`src/rtl/id_ex_stage.sv`:
```
// rtl/id_ex_stage.sv - ID/EX pipeline register with RAW hazard handling and operand select.
// Optional feature macro: ID_EX_FWD_EN (EX/MEM/WB forwarding; otherwise stall until retire).
`ifndef DSIZE
`define DSIZE 32
`endif

module id_ex_stage #(
  parameter int DSIZE = `DSIZE,
  parameter int AW    = 5
) (
  input  logic             clk,
  input  logic             rst,
  input  logic             id_valid,
  input  logic [2:0]       id_op,
  input  logic [AW-1:0]    id_rs1,
  input  logic [AW-1:0]    id_rs2,
  input  logic [DSIZE-1:0] id_rs1_data,
  input  logic [DSIZE-1:0] id_rs2_data,
  input  logic [DSIZE-1:0] id_imm,
  input  logic             id_use_imm,
  input  logic [AW-1:0]    id_rd,
  input  logic             id_wen,
  input  logic             id_is_load,
  input  logic             flush,
  input  logic [DSIZE-1:0] alu_result,
  input  logic [AW-1:0]    mem_rd,
  input  logic             mem_wen,
  input  logic [DSIZE-1:0] mem_result,
  input  logic [AW-1:0]    wb_rd,
  input  logic             wb_wen,
  input  logic [DSIZE-1:0] wb_result,
  output logic             stall,
  output logic             ex_valid,
  output logic [DSIZE-1:0] alu_a,
  output logic [DSIZE-1:0] alu_b,
  output logic [2:0]       alu_op,
  output logic [AW-1:0]    ex_rd,
  output logic             ex_wen,
  output logic             ex_is_load
);

  logic             ex_valid_q, ex_valid_d;
  logic [DSIZE-1:0] alu_a_q, alu_a_d;
  logic [DSIZE-1:0] alu_b_q, alu_b_d;
  logic [2:0]       alu_op_q, alu_op_d;
  logic [AW-1:0]    ex_rd_q, ex_rd_d;
  logic             ex_wen_q, ex_wen_d;
  logic             ex_is_load_q, ex_is_load_d;

  logic             rs2_used;
  logic             ex_m1, ex_m2, mem_m1, mem_m2, wb_m1, wb_m2;
  logic             stall_raw;
  logic [DSIZE-1:0] op_a, op_b;

  // Register 0 is hardwired to zero, so it never depends on an older writer.
  function automatic logic src_match(input logic wen, input logic [AW-1:0] rd,
                                     input logic [AW-1:0] rs);
    return wen && (rd == rs) && (rs != '0);
  endfunction

  assign rs2_used = ~id_use_imm;

  assign ex_m1  = src_match(ex_valid_q & ex_wen_q, ex_rd_q, id_rs1);
  assign ex_m2  = rs2_used & src_match(ex_valid_q & ex_wen_q, ex_rd_q, id_rs2);
  assign mem_m1 = src_match(mem_wen, mem_rd, id_rs1);
  assign mem_m2 = rs2_used & src_match(mem_wen, mem_rd, id_rs2);
  assign wb_m1  = src_match(wb_wen, wb_rd, id_rs1);
  assign wb_m2  = rs2_used & src_match(wb_wen, wb_rd, id_rs2);

`ifdef ID_EX_FWD_EN
  // Only a load in EX cannot be forwarded: its data exists one stage later.
  assign stall_raw = id_valid & ex_is_load_q & (ex_m1 | ex_m2);

  always_comb begin
    op_a = id_rs1_data;
    if (ex_m1)       op_a = alu_result;
    else if (mem_m1) op_a = mem_result;
    else if (wb_m1)  op_a = wb_result;

    op_b = id_rs2_data;
    if (id_use_imm)  op_b = id_imm;
    else if (ex_m2)  op_b = alu_result;
    else if (mem_m2) op_b = mem_result;
    else if (wb_m2)  op_b = wb_result;
  end
`else
  // The register file has no write-through, so a WB writer also blocks the read.
  assign stall_raw = id_valid & (ex_m1 | ex_m2 | mem_m1 | mem_m2 | wb_m1 | wb_m2);

  always_comb begin
    op_a = id_rs1_data;
    op_b = id_use_imm ? id_imm : id_rs2_data;
  end

  logic unused_fwd_data;
  assign unused_fwd_data = ^{alu_result, mem_result, wb_result};
`endif

  assign stall = stall_raw & ~flush;

  always_comb begin
    ex_valid_d   = ex_valid_q;
    alu_a_d      = alu_a_q;
    alu_b_d      = alu_b_q;
    alu_op_d     = alu_op_q;
    ex_rd_d      = ex_rd_q;
    ex_wen_d     = ex_wen_q;
    ex_is_load_d = ex_is_load_q;
    if (flush || stall_raw) begin
      ex_valid_d   = 1'b0;
      ex_wen_d     = 1'b0;
      ex_is_load_d = 1'b0;
    end else begin
      ex_valid_d   = id_valid;
      alu_a_d      = op_a;
      alu_b_d      = op_b;
      alu_op_d     = id_op;
      ex_rd_d      = id_rd;
      ex_wen_d     = id_valid & id_wen;
      ex_is_load_d = id_valid & id_is_load;
    end
  end

  always_ff @(posedge clk or posedge rst) begin
    if (rst) begin
      ex_valid_q   <= 1'b0;
      alu_a_q      <= '0;
      alu_b_q      <= '0;
      alu_op_q     <= 3'd0;
      ex_rd_q      <= '0;
      ex_wen_q     <= 1'b0;
      ex_is_load_q <= 1'b0;
    end else begin
      ex_valid_q   <= ex_valid_d;
      alu_a_q      <= alu_a_d;
      alu_b_q      <= alu_b_d;
      alu_op_q     <= alu_op_d;
      ex_rd_q      <= ex_rd_d;
      ex_wen_q     <= ex_wen_d;
      ex_is_load_q <= ex_is_load_d;
    end
  end

  assign ex_valid   = ex_valid_q;
  assign alu_a      = alu_a_q;
  assign alu_b      = alu_b_q;
  assign alu_op     = alu_op_q;
  assign ex_rd      = ex_rd_q;
  assign ex_wen     = ex_wen_q;
  assign ex_is_load = ex_is_load_q;

endmodule
```
`config.mk`:
```
export PLATFORM = sky130hd
export DESIGN_NAME = id_ex_stage
export DESIGN_NICKNAME = d
export VERILOG_FILES = /design/src/rtl/id_ex_stage.sv
export SDC_FILE = /design/constraint.sdc
export NUM_CORES = 1
export LEC_CHECK = 0
export BUFFER_PORTS_ARGS = -buffer_cell sky130_fd_sc_hd__buf_2
export CORE_AREA = 4 4 116 118
export CTS_BUF_LIST = sky130_fd_sc_hd__clkbuf_8
export CTS_CLUSTER_DIAMETER = 40
export DETAILED_ROUTE_END_ITERATION = 16
export DIE_AREA = 0 0 120 122
export PLACE_DENSITY = 0.62
export SLEW_MARGIN = 0
export SYNTH_ARGS = -nofsm -noshare
export SYNTH_HDL_FRONTEND = slang
export SYNTH_SLANG_ARGS = --single-unit
```
`constraint.sdc`:
```
create_clock -name clk -period 2.95 [get_ports clk]
set_clock_uncertainty 0.2 [all_clocks]
set_input_delay 0.1475 -clock clk [delete_from_list [all_inputs] [get_ports clk]]
set_output_delay 0.1475 -clock clk [all_outputs]
set_load 0.01 [all_outputs]
```
# Word-level counts from Yosys, hierarchy flattened
# Cells that the tools add are included.
# classes
eq_ne,6
n_mux,4
bitwise_logic,15
n_reduce_logical,15
# ops
operator,n
$mux W32,1
$eq A5 B5 Y1,6
$logic_and A1 B1 Y1,12
$reduce_bool A5 Y1,2
$and A1 B1 Y1,8
$or A1 B1 Y1,5
$mux W1,3
$not A1 Y1,2
$logic_or A1 B1 Y1,1
# totals
reg_bits,75
output_inout_bits,76
word_cells,47

# Depth between registers and ports, before layout
# Gate-level depths: netlist of run 1.
# logic_depth
depth_word,12
ltp_mapped,7

# Worst setup path before layout of run 1
# No wires, ideal clock.
# synth_timing
path_type,reg2reg
startpoint,register ex_rd_q[2] (netlist: ex_rd[2])
endpoint,register alu_a_q[10] (netlist: alu_a[10])
setup_ns,0.125
t_arrival_ns,1.964
t_required_ns,2.625
setup_slack_ns,0.661
stages_incl_launch_ff,8
path_buffers,1
period_less_slack_ns,2.289
path_cell_list,dfrtp_1 > xnor2_1 > nand4_1 > nor3_1 > o31ai_4 > o211ai_4 > buf_6 > mux2_2
# synth_between
elab_chain_len,11
word_cells_on_any_way,14
cone_classes,eq/ne: 2; bitwise: 7; reduce/logical: 5
# synth_lines
item,line,source
from (decl),46,"logic [AW-1:0] ex_rd_q, ex_rd_d;"
from (signal assigned),138,ex_rd_q <= ex_rd_d;
$eq A5 B5 Y1,58,return wen && (rd == rs) && (rs != '0);
$logic_and A1 B1 Y1 (2 in series),58,
$and A1 B1 Y1,64,"assign ex_m2 = rs2_used & src_match(ex_valid_q & ex_wen_q, ex_rd_q, id_rs2);"
$or A1 B1 Y1 (*) (5 in series),88,assign stall_raw = id_valid & (ex_m1 | ex_m2 | mem_m1 | mem_m2 | wb_m1 | wb_m2);
$and A1 B1 Y1 (*),88,
$logic_or A1 B1 Y1 (*),109,if (flush || stall_raw) begin
to (signal assigned),135,alu_a_q <= alu_a_d;
to (decl),43,"logic [DSIZE-1:0] alu_a_q, alu_a_d;"
# Mark *: on every way between the ends. The rest lies on a longest branch, timed or not.
# A chain may end at the register's enable or synchronous reset.

# Worst setup path in the final report of run 1
# layout_timing
startpoint,register ex_rd_q[1] (netlist: ex_rd[1])
endpoint,register alu_a_q[3] (netlist: alu_a[3])
# The elaborated chain is that of the path after synthesis.

==> results.md, run 1 <==
- Netlist Area Pre-Place: 0.00363 mm^2
- Dpl hpwl: 7.39 mm
- Post-CTS Hold Fix Bufs: 111
- Power Dens Cells: 451 mW/mm^2
- IO Pins: 305
- Post-route ant nets: 0
- Crit path DAT: 2.72 ns
- GRT Util Overall: 15.3%
- Number of port buffers: 208
- Startpoint Class: flop
- Max-Cap Viols: 0
- Tcrit/Tclk final: 90.9%
- Post-Synthesis Cells: 253
- RePlAce Congestion: 0.869
- Register area share after synthesis: 51.7%
- Reg-to-reg endpoint: alu_a[3]
- Die W: 120 um
- Die ar.: 0.0146 mm^2
- Clock Tree Root: clkbuf_8
- Drt first pass iters: 4
- Die height: 122 um
- Syn_nets: 482
- #FFs+latches synth: 75
- Setup Total Neg Slack: 0 ns
- Status: completed
- DR iter-0 viols: 77
- Worst-path maximum fanout: 33
- WS Path Type: reg -> reg
- Nets: 808
- Most frequent cells in the layout: buf_2, dlygate4sd3_1, mux2_2
- Initial antenna violation count: 0
- Lkg Pwr: 2.93 nW
- Multi-input gate area: 0.00164 mm^2
- Post-CTS Setup Bufs: 0
- Post-route DRC: 0
- Post_cts resized: 0
- Setup-failing EPs final: 0
- Worst-Skew Late Latency: 0.34 ns
- Cell Rows: 41
- Slew HR: 62.9%
- # fillers: 1,113
- Crit Reg-Reg Startpoint: ex_rd[1]
- Slew Limit Fails: 0
- Via/cell ratio: 4.39
- CTS H-tree depth: 3
- Top achievable clock speed: 373 MHz
- Largest net degree at the start of global routing: 34
- Initial Util: 29.1%
- RSZ-0062 raised after global routing: false
- Min-Delay Path Class: in -> async
- Routed WL: 11.1 mm
- First-pass GRT wire length: 17.5 mm
- Peak VDD IR: 0.283 mV
- Avg Cell Area, Syn: 14.4 um^2
- Core area: 0.0125 mm^2
- CTS sink cnt: 75
- TritonCTS clock tree: done
- Vias in the first global route: 3,710
- Slew @ Worst Pin: 0.553 ns
- R2R depth: 7
- Routed vias: 3,307
- Unique cell type count in the Yosys netlist: 21
- Cts bufs inserted: 9
- CP Capture Type: flop
- Hold WS: 0.120 ns
- Reg area: 0.00188 mm^2
- Period minus WS final: 2.68 ns
- Share of layout cells above drive strength 1: 57.7%
- Final Hold Fails: 0
- Reg clk slew, reported paths: 0.08 ns
- Most common cell after layout, fill and taps aside: buf_2
- Area growth, synth to finish: 70.2%
- Final core occ: 49.6%
- Synth warn: 0
- Critical path required time: 2.98 ns
- Longest Clk Path Bufs: 2
- Reg2reg setup slack: 0.27 ns
- Ant. Diodes: 0
- Post-DR wirelength/cell: 14.8 um
- GRT Residual Overflow: 0
[sequential cells by signal (all words and copies together), names as in the netlist]
register    flops
alu_op          3
ex_valid        1
ex_rd           5
ex_wen          1
alu_b          32
alu_a          32
ex_is_load      1
[kinds of logic after synthesis]
kind of cell	synth area share, %
multiplexers	33.0
flip-flops	51.7
XOR/XNOR	7.23
AND/OR/NAND/NOR	2.86
buffers and inverters	3.20
AO/OA/AOI/OAI	2.10
[synthesized netlist by cell type, drive strengths merged]
library cell  number  area [um^2]
inv                6         22.5
nor2               4         15.0
and3               3         18.8
xor2              14          123
o211ai             2         28.8
clkbuf             4         15.0
o31ai              1         21.3
xnor2             16          140
nor3               3         15.0
nand2              3         11.3
nor4               3         18.8
buf                7         78.8
mux2             104         1200
a21oi              1         5.00
a211oi             1         7.51
dfrtp             75         1880
o32ai              1         8.76
o21ai              1         5.00
nand4              4         25.0
[stage by stage]
step / power [mW] / std cells / instance area, um^2 / setup WS (ns)
6_report: 2.79 / 754 / 6190 / 0.268
3_3_place_gp: 1.85 / 629 / 4870 / 0.279
2_1_floorplan: 1.57 / 253 / 3630 / 0.661
5_1_grt: 2.94 / 754 / 6190 / 0.146
3_5_place_dp: 1.87 / 629 / 4870 / 0.257
4_1_cts: 2.83 / 754 / 6190 / 0.242
[report_power, final]
part           internal [mW]  total (mW)  switching (mW)  leakage [nW]
clock                  0.450       0.813           0.363         0.104
sequential              1.15        1.22          0.0693         0.882
combinational          0.446       0.752           0.306          1.95
total                   2.05        2.79           0.739          2.93
[per-layer routing]
layer,track usage [%],share of wire [%]
met2,28.2,53
met1,16.2,38
met3,4.04,6.9
met5,0,0
met4,7.02,2.3
[area by class of cell]
| type | instances | share of cell area [%] |
|---|---|---|
| Timing Repair Buffer | 326 | 36.0 |
| Clock buffer | 12 | 2.67 |
| Multi-Input combinational cell | 161 | 26.5 |
| Inverter | 6 | 0.384 |
| Tap cell | 172 | 3.48 |
| Sequential cell | 75 | 30.3 |
| Clock inverter | 2 | 0.566 |
[how the worst max path moves through the flow]
| stage | startpoint | to | slack [ns] | depth (start not counted) |
|---|---|---|---|---|
| detailed placement | ex_rd[1] | alu_a[3] | 0.26 | 7 |
| finish | ex_rd[1] | alu_a[3] | 0.27 | 7 |
| global placement | ex_rd[1] | alu_a[10] | 0.28 | 7 |
| CTS | ex_rd[1] | alu_a[3] | 0.24 | 7 |
| global route | ex_rd[1] | alu_b[26] | 0.15 | 7 |
| floorplan | ex_rd[2] | alu_a[10] | 0.66 | 7 |
[critical path: stages, from the launching register on]
cell and delay (ns):
dfrtp_1 0.44, xnor2_1 0.18, nand4_1 0.13, nor3_1 0.34
o31ai_4 0.11, o211ai_4 0.48, buf_12 0.29, mux2_2 0.37
(Power assumes the default switching activity.)
==> run 2, diff against run 1 <==
clock period = 2.8 ns   (was 2.95 ns; I/O delays follow)
==> run 2 against run 1 <==
- setup slack got worse by 0.052 ns
- die area did not move
- cell area fell by 0.26%
- global-route usage rose by 0.055 points
- hold slack got worse by 0.035 ns
- sequential power rose by 6%
- wire length fell by 1.0%
- utilization fell by 0.13 points
- combinational power rose by 4.9%
- count of clock-buffer cells in the layout fell by 1
- critical path type unchanged
==> results.md, run 2 (synthesized netlist as in run 1, its figures left out) <==
- Core area: 0.0125 mm^2 (unchanged)
- TritonCTS clock tree: done (unchanged)
- Startpoint Class: flop (unchanged)
- Post-route ant nets: 0 (unchanged)
- CP delay by family, top: compound AO/OA/AOI/OAI gates (unchanged)
- Lkg Pwr: 2.93 nW (about the same)
- Period minus WS final: 2.58 ns (was 2.68 ns)
- Min-Delay Path Class: in -> reg (was in -> async)
- Total Power: 2.91 mW (was 2.79 mW)
- Net switching power: 0.778 mW (was 0.739 mW)
- Reg clk slew, reported paths: 0.07 ns (was 0.08 ns)
- CP Capture Type: flop (unchanged)
- Ant. Diodes: 0 (unchanged)
- Die ar.: 0.0146 mm^2 (unchanged)
- Design area: 0.00617 mm^2 (was 0.00619 mm^2)
- Number of port buffers: 208 (unchanged)
- Top achievable clock speed: 387 MHz (was 373 MHz)
- Die W: 120 um (unchanged)
- Status: completed (unchanged)
- Post-CTS Setup Bufs: 0 (unchanged)
- Routed vias: 3,266 (was 3,307)
- Post-DR wirelength/cell: 14.7 um (was 14.8 um)
- Sw Share: 26.7% (was 26.5%)
- Drt first pass iters: 4 (unchanged)
- Critical path required time: 2.83 ns (was 2.98 ns)
- Cell Rows: 41 (unchanged)
- Setup WS post-layout: 0.216 ns (was 0.268 ns)
- GRT Residual Overflow: 0 (unchanged)
- Pre-CTS setup slack: 0.261 ns (was 0.257 ns)
- Crit path DAT: 2.62 ns (was 2.72 ns)
- Setup Total Neg Slack: 0 ns (unchanged)
- Final Hold Fails: 0 (unchanged)
- Share of power burned in registers: 44.3% (was 43.9%)
- Most common cell after layout, fill and taps aside: buf_2 (unchanged)
- CP max stage cell: dfrtp_1 (was o211ai_4)
- DR iter-0 viols: 72 (was 77)
- Routed WL: 11.0 mm (was 11.1 mm)
- R2R depth: 7 (unchanged)
- Post-CTS Hold Fix Bufs: 111 (unchanged)
- WS Path Type: reg -> reg (unchanged)
- Post-DP Area: 0.00486 mm^2 (was 0.00487 mm^2)
- Max-Cap Viols: 0 (unchanged)
- Slew @ Worst Pin: 0.705 ns (was 0.553 ns)
- Most frequent cells in the layout: buf_2, dlygate4sd3_1, mux2_2 (unchanged)
- Nets: 805 (was 808)
- CP max stage delay: 0.44 ns (was 0.48 ns)
- CP Buf/Inv Count: 1 (unchanged)
- RSZ-0062 raised after global routing: false (unchanged)
- Worst-Skew Late Latency: 0.35 ns (was 0.34 ns)
- Cts bufs inserted: 9 (unchanged)
- GRT Util Overall: 15.3% (about the same)
- Min-delay src: flush
- Largest net degree at the start of global routing: 47 (was 34)
- Logic pwr share: 27.1% (was 27.0%)
- Cell count of the worst hold path: 4
- Initial antenna violation count: 0 (unchanged)
- First-pass GRT wire length: 17.6 mm (was 17.5 mm)
- Longest Clk Path Bufs: 2 (unchanged)
- Post-route DRC: 0 (unchanged)
- Power Dens Cells: 472 mW/mm^2 (was 451 mW/mm^2)
- IO Pins: 305 (unchanged)
- Vias in the first global route: 3,626 (was 3,710)
- Clock Tree Root: clkbuf_8 (unchanged)
- Share of layout cells above drive strength 1: 57.2% (was 57.7%)
- Tcrit/Tclk final: 92.3% (was 90.9%)
- Slew HR: 53.0% (was 62.9%)
- Worst-path maximum fanout: 46 (was 33)
- Die height: 122 um (unchanged)
- WP depth: 7 (unchanged)
- Int Power: 2.13 mW (was 2.05 mW)
- RePlAce Congestion: 0.874 (was 0.869)
- Via/cell ratio: 4.34 (was 4.39)
- Initial Util: 29.1% (unchanged)
- Crit Reg-Reg Startpoint: ex_rd[0] (was ex_rd[1])
- Critical path, cell by cell: xnor2_1 -> nand4_1 -> o32ai_1 -> o211ai_1 -> o211ai_4 -> buf_12 -> mux2_2 (was xnor2_1 -> nand4_1 -> nor3_1 -> o31ai_4 -> o211ai_4 -> buf_12 -> mux2_2)
- Peak VDD IR: 0.319 mV (was 0.283 mV)
- Setup-failing EPs final: 0 (unchanged)
- Area growth, synth to finish: 69.8% (was 70.2%)
- Slew Limit Fails: 0 (unchanged)
- CTS H-tree depth: 3 (unchanged)
- Dpl hpwl: 7.26 mm (was 7.39 mm)
- Post_cts resized: 0 (unchanged)
- Clock Power Share: 28.6% (was 29.1%)
- Critical path origin: ex_rd[0] (was ex_rd[1])
- CTS sink cnt: 75 (unchanged)
## run 2: changes by cell type in the layout (fill, tap and decap cells not counted), sizes merged
cell	before	now
buf	215	212
inv	5	7
clkbuf	12	11
## run 2: tightest hold or removal path, cell delays in order
cell and delay, ns:
buf_2 0.09, inv_1 0.06, o211ai_4 0.13, mux2_2 0.17
## run 2: power by group through the flow
stage | registers, mW | clock network (mW) | logic (mW)
3_3_place_gp | 1.30 | 0 | 0.643
6_report | 1.29 | 0.832 | 0.789
2_1_floorplan | 1.37 | 0 | 0.289
5_1_grt | 1.30 | 0.918 | 0.854
3_5_place_dp | 1.31 | 0 | 0.655
4_1_cts | 1.29 | 0.874 | 0.791
## run 2: path summary, 6_finish.rpt
path	endpoint	slack [ns]
max	alu_b[19]	0.22
min	alu_op[2]	0.08
max reg2reg	alu_b[19]	0.22
min reg2reg	alu_b[27]	0.30
max in group asynchronous	alu_a[13]	1.52
min in group asynchronous	alu_a[27]	0.23
## run 2: area by class of cell
cell class | instances | area [um^2]
Timing Repair Buffer | 323 | 2220
Clock buffer | 11 | 151
Clock inverter | 4 | 42.5
Multi-Input combinational cell | 161 | 1640
Inverter | 6 | 23.8
Tap cell | 172 | 215
Sequential cell | 75 | 1880
Fill cell | 1114 | 6300
## run 2: metal layers
metal | wire length [um] | part of all wire (%) | track usage [%] | up-vias
li1 | - | - | - | 1536
met1 | 4010 | 36 | 15.7 | 1559
met2 | 5900 | 54 | 28.8 | 153
met3 | 930 | 8.4 | 5.15 | 18
met4 | 187 | 1.7 | 5.73 | 0
met5 | 0 | 0 | 0 | -
## run 2: through the flow
stage,instances,hold slack [ns],utilization (%)
after floorplan,253,0.0462,-
after global placement,626,0.0579,39.0
after detailed placement,626,0.0711,39.0
after CTS,752,0.0597,49.5
after global routing,752,0.0855,49.5
final,752,0.0850,49.5
==> run 3, diff against run 2 <==
==> constraint.sdc (replaced) <==
create_clock -name clk -period 2.8 [get_ports clk]
set_clock_uncertainty 0.2 [all_clocks]
set_input_delay 0.28 -clock clk [delete_from_list [all_inputs] [get_ports clk]]
set_output_delay 0.28 -clock clk [all_outputs]
set_load 0.01 [all_outputs]
==> run 3 against run 2 <==
- power is 2.5% lower
- cell area is 10% lower
- critical endpoint is now alu_b[4]
- critical path depth stayed put
- cell count is 8.2% lower
- count of clock-buffer cells in the layout stayed put
==> results.md, run 3 (synthesized netlist as in run 1, its figures left out) <==
- Startpoint Class: flop (unchanged)
- Nets: 743 (was 805)
- Net switching power: 0.768 mW (was 0.778 mW)
- Ant. Diodes: 0 (unchanged)
- Share of layout cells above drive strength 1: 65.6% (was 57.2%)
- IO Pins: 305 (unchanged)
- Reg area: 0.00188 mm^2 (unchanged)
- Reg-to-reg endpoint: alu_b[4] (was alu_b[19])
- Critical path required time: 2.84 ns (was 2.83 ns)
- Reg2reg setup slack: 0.21 ns (was 0.22 ns)
- RePlAce Congestion: 0.867 (was 0.874)
- Clock Tree Root: clkbuf_8 (unchanged)
- Routed vias: 3,005 (was 3,266)
- Post-DR wirelength/cell: 14.3 um (was 14.7 um)
- Final core occ: 44.5% (was 49.5%)
- Slew HR: 60.0% (was 53.0%)
- Worst setup endpoint: alu_b[4] (was alu_b[19])
- CP Capture Type: flop (unchanged)
- Most frequent cells in the layout: buf_2, mux2_2, dfrtp_1 (was buf_2, dlygate4sd3_1, mux2_2)
- CTS H-tree depth: 3 (unchanged)
- Lkg Pwr: 2.66 nW (was 2.93 nW)
- Logic pwr share: 24.6% (was 27.1%)
- Initial Util: 29.1% (unchanged)
- Period minus WS final: 2.59 ns (was 2.58 ns)
- Status: completed (unchanged)
- Critical path origin: ex_rd[2] (was ex_rd[0])
- CTS sink cnt: 75 (unchanged)
- Slew @ Worst Pin: 0.599 ns (was 0.705 ns)
- Initial antenna violation count: 0 (unchanged)
- Min-delay src: id_valid (was flush)
- Multi-input gate area: 0.00164 mm^2 (unchanged)
- Crit path DAT: 2.63 ns (was 2.62 ns)
- Post-route ant nets: 0 (unchanged)
- Dpl hpwl: 7.35 mm (was 7.26 mm)
- Cts bufs inserted: 9 (unchanged)
- First-pass GRT wire length: 16.2 mm (was 17.6 mm)
- Peak VDD IR: 0.303 mV (was 0.319 mV)
- Area growth, synth to finish: 52.5% (was 69.8%)
- Min-Delay Path Class: in -> reg (unchanged)
- Die ar.: 0.0146 mm^2 (unchanged)
- DR iter-0 viols: 78 (was 72)
- Setup-failing EPs final: 0 (unchanged)
- Via/cell ratio: 4.36 (was 4.34)
- Post-route DRC: 0 (unchanged)
- Fin cells: 690 (was 752)
- Drt first pass iters: 4 (unchanged)
- Worst-path maximum fanout: 24 (was 46)
- Worst-Skew Late Latency: 0.35 ns (about the same)
- Final Hold Fails: 0 (unchanged)
- Most common cell after layout, fill and taps aside: buf_2 (unchanged)
- Die W: 120 um (unchanged)
- DP Cell Count: 632 (was 626)
- TritonCTS clock tree: done (unchanged)
- # fillers: 1,169 (was 1,114)
- Tcrit/Tclk final: 92.5% (was 92.3%)
- Routed WL: 9.90 mm (was 11.0 mm)
- Total Power: 2.84 mW (was 2.91 mW)
- Reg clk slew, reported paths: 0.08 ns (was 0.07 ns)
- Share of power burned in registers: 45.4% (was 44.3%)
- R2R depth: 7 (unchanged)
- Number of port buffers: 208 (unchanged)
- Slew Limit Fails: 0 (unchanged)
- Pre-CTS setup slack: 0.189 ns (was 0.261 ns)
- Die height: 122 um (unchanged)
- Clock Power Share: 30.0% (was 28.6%)
- Int Power: 2.07 mW (was 2.13 mW)
- Vias in the first global route: 3,372 (was 3,626)
- Cell Rows: 41 (unchanged)
- Max-Cap Viols: 0 (unchanged)
- RSZ-0062 raised after global routing: false (unchanged)
- GRT Util Overall: 14.0% (was 15.3%)
- GRT Residual Overflow: 0 (unchanged)
- Setup Total Neg Slack: 0 ns (unchanged)
- Post-CTS Setup Bufs: 0 (unchanged)
- Core area: 0.0125 mm^2 (unchanged)
- Crit Reg-Reg Startpoint: ex_rd[2] (was ex_rd[0])
- WS Path Type: reg -> reg (unchanged)
- Top achievable clock speed: 386 MHz (was 387 MHz)
- Power Dens Cells: 512 mW/mm^2 (was 472 mW/mm^2)
- Setup WS post-layout: 0.210 ns (was 0.216 ns)
- Longest Clk Path Bufs: 2 (unchanged)
- Sw Share: 27.1% (was 26.7%)
- Largest net degree at the start of global routing: 44 (was 47)
run 3: worst min path at each step:
| stage | slack [ns] | to | cells past startpoint |
|---|---|---|---|
| final | 0.04 | ex_wen | 3 |
| after global routing | 0.04 | ex_wen | 3 |
| after CTS | 0.02 | ex_wen | 3 |
| after detailed placement | 0.17 | alu_a[29] | 2 |
| after global placement | 0.17 | alu_a[29] | 2 |
| after floorplan | 0.19 | ex_is_load | 2 |
run 3: metal layers:
layer / GRT usage [%] / share of wire [%] / routed length [um] / vias to the layer above
met2: 24.5 / 51 / 5020 / 134
met4: 6.51 / 2.5 / 245 / 0
met1: 15.6 / 39 / 3870 / 1442
li1: - / - / - / 1410
met3: 4.04 / 7.6 / 757 / 19
met5: 0 / 0 / 0 / -
run 3: power by group through the flow:
stage                     clock, mW  sequential [mW]  combinational, mW
after global routing          0.939             1.30              0.765
after CTS                     0.889             1.29              0.712
after floorplan                   0             1.37              0.289
after detailed placement          0             1.31              0.664
final                         0.850             1.29              0.699
after global placement            0             1.30              0.653
run 3: area by class of cell:
class	instances	area share (%)
Clock buffer	11	2.73
Multi-Input combinational cell	161	29.6
Sequential cell	75	33.9
Timing Repair Buffer	261	28.6
Inverter	6	0.429
Tap cell	172	3.88
Clock inverter	4	0.903
run 3: repair_timing:
action,4_1_cts,5_1_grt
hold buffers,43,0
endpoints found under the setup margin,0,0
endpoints found under the hold margin,74,0
resized for setup,0,0
run 3: critical path, stage by stage (launching register included):
cell and delay, ns:
dfrtp_1 0.45, xnor2_1 0.19, nand4_1 0.14, nor3_1 0.33, o31ai_4 0.11, o211ai_4 0.43
buf_12 0.25, mux2_2 0.35
run 3: per-stage QoR:
stage                     hold slack [ns]  area, um^2
final                              0.0439        5540
after global routing               0.0361        5540
after CTS                          0.0209        5540
after detailed placement            0.174        4910
after global placement              0.171        4910
after floorplan                     0.186        3630
